## src/rtl/axis_square_pipe.sv

```systemverilog
// axis_square_pipe: AXI-Stream squaring stage for the QRS-detection chain.
// Squares each signed input sample, then shifts it right and saturates it.
// All stages advance together, so the stage runs at full throughput and
// accepts back-pressure from downstream.
// Optional tlast sideband: define AXIS_SQUARE_TLAST_EN.
module axis_square_pipe #(
  parameter int DATA_W      = 16,
  parameter int OUT_W       = 32,
  parameter int SHIFT       = 0,
  parameter int PIPE_STAGES = 2
) (
  input  logic              clk,
  input  logic              rst_n,
  input  logic              s_axis_tvalid,
  output logic              s_axis_tready,
  input  logic [DATA_W-1:0] s_axis_tdata,
  output logic              m_axis_tvalid,
  input  logic              m_axis_tready,
  output logic [OUT_W-1:0]  m_axis_tdata,
  output logic              sat_flag,
  input  logic              sat_clr
`ifdef AXIS_SQUARE_TLAST_EN
  ,
  input  logic              s_axis_tlast,
  output logic              m_axis_tlast
`endif
);

  localparam int SQ_W = 2 * DATA_W;
  // One more than the largest representable output, held at SQ_W+1 bits so
  // the comparison also works when OUT_W == SQ_W and can never saturate.
  localparam logic [SQ_W:0] LIMIT = {{SQ_W{1'b0}}, 1'b1} << OUT_W;

  logic                     adv;
  logic signed [DATA_W-1:0] din;
  logic signed [SQ_W-1:0]   sq_full;
  logic [SQ_W-1:0]          last_sq;
  logic                     last_v;
  logic [SQ_W-1:0]          sh;
  logic                     sat_now;
  logic [OUT_W-1:0]         res;
  logic                     out_v;
  logic                     out_sat;
  logic [OUT_W-1:0]         out_d;
  logic                     sat_q;

  // The whole pipeline moves only when the output register is empty or
  // being drained.
  assign adv           = !out_v || m_axis_tready;
  assign s_axis_tready = adv;

  assign din     = s_axis_tdata;
  assign sq_full = SQ_W'(din) * SQ_W'(din);

  generate
    if (PIPE_STAGES == 1) begin : g_single
      assign last_sq = sq_full;
      assign last_v  = s_axis_tvalid;
    end else begin : g_multi
      logic [SQ_W-1:0]        sq_pipe [PIPE_STAGES-1];
      logic [PIPE_STAGES-2:0] v_pipe;

      // The multiply result and valid bits move forward through the middle stages.
      always_ff @(posedge clk or negedge rst_n) begin
        if (!rst_n) begin
          v_pipe <= '0;
          for (int unsigned i = 0; i < PIPE_STAGES - 1; i++) begin
            sq_pipe[i] <= '0;
          end
        end else if (adv) begin
          sq_pipe[0] <= sq_full;
          v_pipe[0]  <= s_axis_tvalid;
          for (int unsigned i = 1; i < PIPE_STAGES - 1; i++) begin
            sq_pipe[i] <= sq_pipe[i-1];
            v_pipe[i]  <= v_pipe[i-1];
          end
        end
      end

      assign last_sq = sq_pipe[PIPE_STAGES-2];
      assign last_v  = v_pipe[PIPE_STAGES-2];
    end
  endgenerate

  // The last stage shifts the square, then clamps it to the output width.
  always_comb begin
    sh      = last_sq >> SHIFT;
    sat_now = {1'b0, sh} >= LIMIT;
    res     = sat_now ? '1 : sh[OUT_W-1:0];
  end

  // Output register stage; it holds its contents while downstream stalls.
  always_ff @(posedge clk or negedge rst_n) begin
    if (!rst_n) begin
      out_v   <= 1'b0;
      out_d   <= '0;
      out_sat <= 1'b0;
    end else if (adv) begin
      out_v   <= last_v;
      out_d   <= res;
      out_sat <= sat_now;
    end
  end

  // Sticky saturation flag; a saturated transfer takes priority over a clear.
  always_ff @(posedge clk or negedge rst_n) begin
    if (!rst_n) begin
      sat_q <= 1'b0;
    end else if (out_v && m_axis_tready && out_sat) begin
      sat_q <= 1'b1;
    end else if (sat_clr) begin
      sat_q <= 1'b0;
    end
  end

  assign m_axis_tvalid = out_v;
  assign m_axis_tdata  = out_d;
  assign sat_flag      = sat_q;

`ifdef AXIS_SQUARE_TLAST_EN
  logic [PIPE_STAGES-1:0] last_pipe;

  // tlast follows its beat through every stage. Bubbles carry tlast as 0.
  always_ff @(posedge clk or negedge rst_n) begin
    if (!rst_n) begin
      last_pipe <= '0;
    end else if (adv) begin
      last_pipe[0] <= s_axis_tvalid && s_axis_tlast;
      for (int unsigned i = 1; i < PIPE_STAGES; i++) begin
        last_pipe[i] <= last_pipe[i-1];
      end
    end
  end

  assign m_axis_tlast = last_pipe[PIPE_STAGES-1];
`endif

endmodule

```

## config.mk

```make
export PLATFORM = sky130hd
export DESIGN_NAME = axis_square_pipe
export DESIGN_NICKNAME = d
export VERILOG_FILES = /design/src/rtl/axis_square_pipe.sv
export SDC_FILE = /design/constraint.sdc
export NUM_CORES = 1
export LEC_CHECK = 0
export BUFFER_PORTS_ARGS = -buffer_cell sky130_fd_sc_hd__buf_2
export CAP_MARGIN = 30
export CORE_MARGIN = 2
export CORE_UTILIZATION = 49
export CTS_CLUSTER_SIZE = 25
export DETAILED_ROUTE_END_ITERATION = 6
export GPL_TIMING_DRIVEN = 0
export PLACE_DENSITY = 0.66
export SETUP_SLACK_MARGIN = 0.3
export SYNTH_ARGS = -nofsm -noshare
export SYNTH_HDL_FRONTEND = slang
export SYNTH_SLANG_ARGS = --single-unit
```

## constraint.sdc

```tcl
create_clock -name clk -period 2.2 [get_ports clk]
set_clock_uncertainty 0.1 [all_clocks]
set_input_delay 0.11 -clock clk [delete_from_list [all_inputs] [get_ports clk]]
set_output_delay 0.11 -clock clk [all_outputs]
set_load 0.1 [all_outputs]
```

==> results.yml <==
outcome:
  outcome: "finished, violations left"
  violations: "setup timing"
sta:
  drv_slew: 0
  finalWorstSetupSlack_ns: -3.21
  period_share_pct: 246
  rsz0062_at_grt: "yes"
  timing.fmax_mhz: 185
  final_hold_viol_count: 0
  worst_pin_slew_ns: 0.803
  period_minus_slack_ns: 5.41
  setup_viol: 28
  slew_headroom_pct: 46.4
synth:
  avgSynthCellArea_sq_um: 9.12
  yosysSeqAreaShare_pct: 14.0
  ys_types: 52
  synth_ff_type: "dfrtp_1"
  async_reset_ff_share_pct: 100
  synthCells: 1253
  synth_edf_count: 0
  syn_area_sq_um: 11400
  ys_ff_latch: 64
  yosys_warnings: 0
setup_path:
  crit_path_start: "s_axis_tdata[1]"
  r2r_cells: 5
  rrSetupSlack_ns: 0.32
  cpLargestDelayFamily: "adder cells"
  crit_chain: "buf_8, buf_8, buf_6, and2_4, fa_1, inv_2, fa_2, fa_2, inv_2, fa_2, fa_1, inv_1, fa_2, inv_2, ha_4, o21ai_2, o211ai_1, a31oi_1, o21ai_2, and2_4, o21a_1, or3_1, a31o_2"
  slowest_delay_ns: 0.58
  startpoint_type: "input pin"
  critPathKind: "input pin to flop"
  worstSetupEndpointType: "flop"
  slowest_stage: "fa_2"
  worstReg2RegEnd: "g_multi.sq_pipe[20]"
  endpoint: "g_multi.sq_pipe[23]"
  r2r_start: "m_axis_tvalid"
  arrival_ns: 5.53
  critPathRequiredTime_ns: 2.32
  cp.depth: 23
  path_buf_inv: 7
  path_max_fanout: 5
  cp_common_cell: "fa_2"
route:
  top_layer: "met4"
  drt_wl_total_mm: 29.4
  route.met2.wl_mm: 15.5
  drcViolationCount: 0
  num_vias: 8791
  wl_per_cell_microns: 16.9
  firstDrtPassIters: 4
  drt_iter0_markers: 403
  wl_met1_mm: 11.7
  ant_nets: 0
  wl_met3_mm: 1.09
  via_per_inst: 5.07
floorplanning:
  initial_core_util_pct: 50.2
  core-area_sq_um: 22800
  pin_count: 56
  die_x_microns: 157
  die-area_sq_um: 24600
  num_rows: 55
  die-height_microns: 157
placed_design:
  place_congestion: 0.940
  hpwlAfterDp_mm: 21.8
  place_ws_ns: -4.10
  port_buffers: 51
clock_tree:
  cts_sinks: 64
  cts_tree: "yes"
  clk_pin_slew_ns: 0.06
  htreeDepth: 3
  cts_buffers: 9
  clock-root-buffer: "clkbuf_16"
  insertion_delay_ns: 0.33
  cts_buffer_depth: 2
finish:
  area_growth_syn_to_layout_pct: 32.5
  drive_gt1_share_pct: 29.6
  seqCellArea_sq_um: 1610
  final_nets: 1758
  final_common_cell: "inv_1"
  fill_cells: 1708
  antenna_cells: 0
  multi_input_area_sq_um: 9640
  final_cell_mix: "289 x inv_1, 206 x fa_1, 183 x nand2_1, 63 x dfrtp_1, 57 x buf_4"
min_path:
  hold_class: "input pin to flop"
global_route:
  first_global_vias: 9734
  antenna_found_initial: 0
  grt_max_degree: 65
  grt_pass1_wl_mm: 47.2
  overflow: 0
  grt.total_usage_pct: 24.7
job:
  max-cap-violations: 0
## flip-flops by register name, indices dropped and copies added, names as in the netlist
| name | count |
|---|---|
| g_multi.sq_pipe | 31 |
| m_axis_tdata | 31 |
| g_multi.v_pipe | 1 |
| m_axis_tvalid | 1 |
## what timing repair did
item	CTS	global route
setup buffers	63	31
setup endpoints to repair	64	29
hold endpoints to repair	65	0
hold buffers	2	0
gates resized for setup	237	143
cloned	1	2
pin swaps	107	122
## worst min path at each step
stage | from | endpoint | depth (start not counted)
floorplan | rst_n | g_multi.sq_pipe[0] | 0
global placement | s_axis_tvalid | g_multi.v_pipe | 3
detailed placement | rst_n | m_axis_tdata[8] | 1
CTS | s_axis_tdata[1] | g_multi.sq_pipe[2] | 3
global route | s_axis_tdata[1] | g_multi.sq_pipe[2] | 3
finish | s_axis_tdata[1] | g_multi.sq_pipe[2] | 3
## metal layers
layer,vias to the layer above,GRT usage (%)
met5,-,0
met4,0,7.51
met3,70,3.21
met2,189,45.4
met1,4481,30.3
li1,4051,-
## cells by family after synthesis
kind of cell               share of synthesized area (%)
buffers and inverters                               12.1
and+or+nand+nor                                     13.3
adders and majority gates                           50.6
AOI/OAI and AO/OA                                   6.94
DFF                                                 14.0
xor gates and xnor gates                            2.84
muxes                                              0.175
other                                             0.0328
## per-stage QoR
step / TNS (ns) / util (%) / hold slack, ns / instance area [sq um] / instances
2_1_floorplan: -69.98 / - / -0.286 / 11800 / 1254
3_3_place_gp: -88.16 / 54.7 / 0.214 / 12500 / 1618
5_1_grt: -76.63 / 66.5 / 0.112 / 15100 / 1733
3_5_place_dp: -89.48 / 54.7 / 0.150 / 12500 / 1618
4_1_cts: -73.37 / 62.8 / 0.106 / 14300 / 1700
6_report: -72.85 / 66.5 / 0.108 / 15100 / 1733
## worst register-to-register path, cell delays in order, from the launching register on
cell	delay [ns]
dfrtp_4	0.46
nor2b_2	0.18
clkbuf_4	0.20
clkbuf_4	0.24
a221oi_1	0.37
o311ai_2	0.18
## cells in the mapped netlist (3+ instances only)
| master | instances | area, sq um |
|---|---|---|
| a211oi_1 | 5 | 37.5 |
| a21o_1 | 9 | 67.6 |
| a21oi_1 | 37 | 185 |
| a31o_2 | 5 | 43.8 |
| a31oi_1 | 5 | 31.3 |
| and2_1 | 45 | 282 |
| buf_1 | 3 | 11.3 |
| clkbuf_1 | 36 | 135 |
| dfrtp_1 | 64 | 1600 |
| fa_1 | 233 | 4660 |
| ha_1 | 89 | 1110 |
| inv_1 | 326 | 1220 |
| nand2_1 | 205 | 769 |
| nand2b_1 | 8 | 50.1 |
| nand3_1 | 9 | 45.0 |
| nor2_1 | 41 | 154 |
| nor2b_1 | 5 | 31.3 |
| nor3_1 | 4 | 20.0 |
| nor3b_1 | 3 | 22.5 |
| nor4_1 | 3 | 18.8 |
| o211ai_1 | 6 | 45.0 |
| o21ai_0 | 33 | 165 |
| o31ai_1 | 3 | 22.5 |
| or2_2 | 3 | 18.8 |
| or3_1 | 3 | 18.8 |
| xnor2_1 | 27 | 236 |
| xor2_1 | 10 | 87.6 |
## cell type report
class / instances / area share [%]
Clock inverter: 7 / 0.785
Tap cell: 313 / 2.59
Buffer: 41 / 3.72
Inverter: 326 / 8.19
Timing Repair Buffer: 150 / 8.94
Multi-Input combinational cell: 823 / 63.7
Clock buffer: 9 / 1.49
Sequential cell: 64 / 10.6
Power is not shown: default switching activity piles up to over one toggle a cycle in this logic, so the estimate is an artifact.
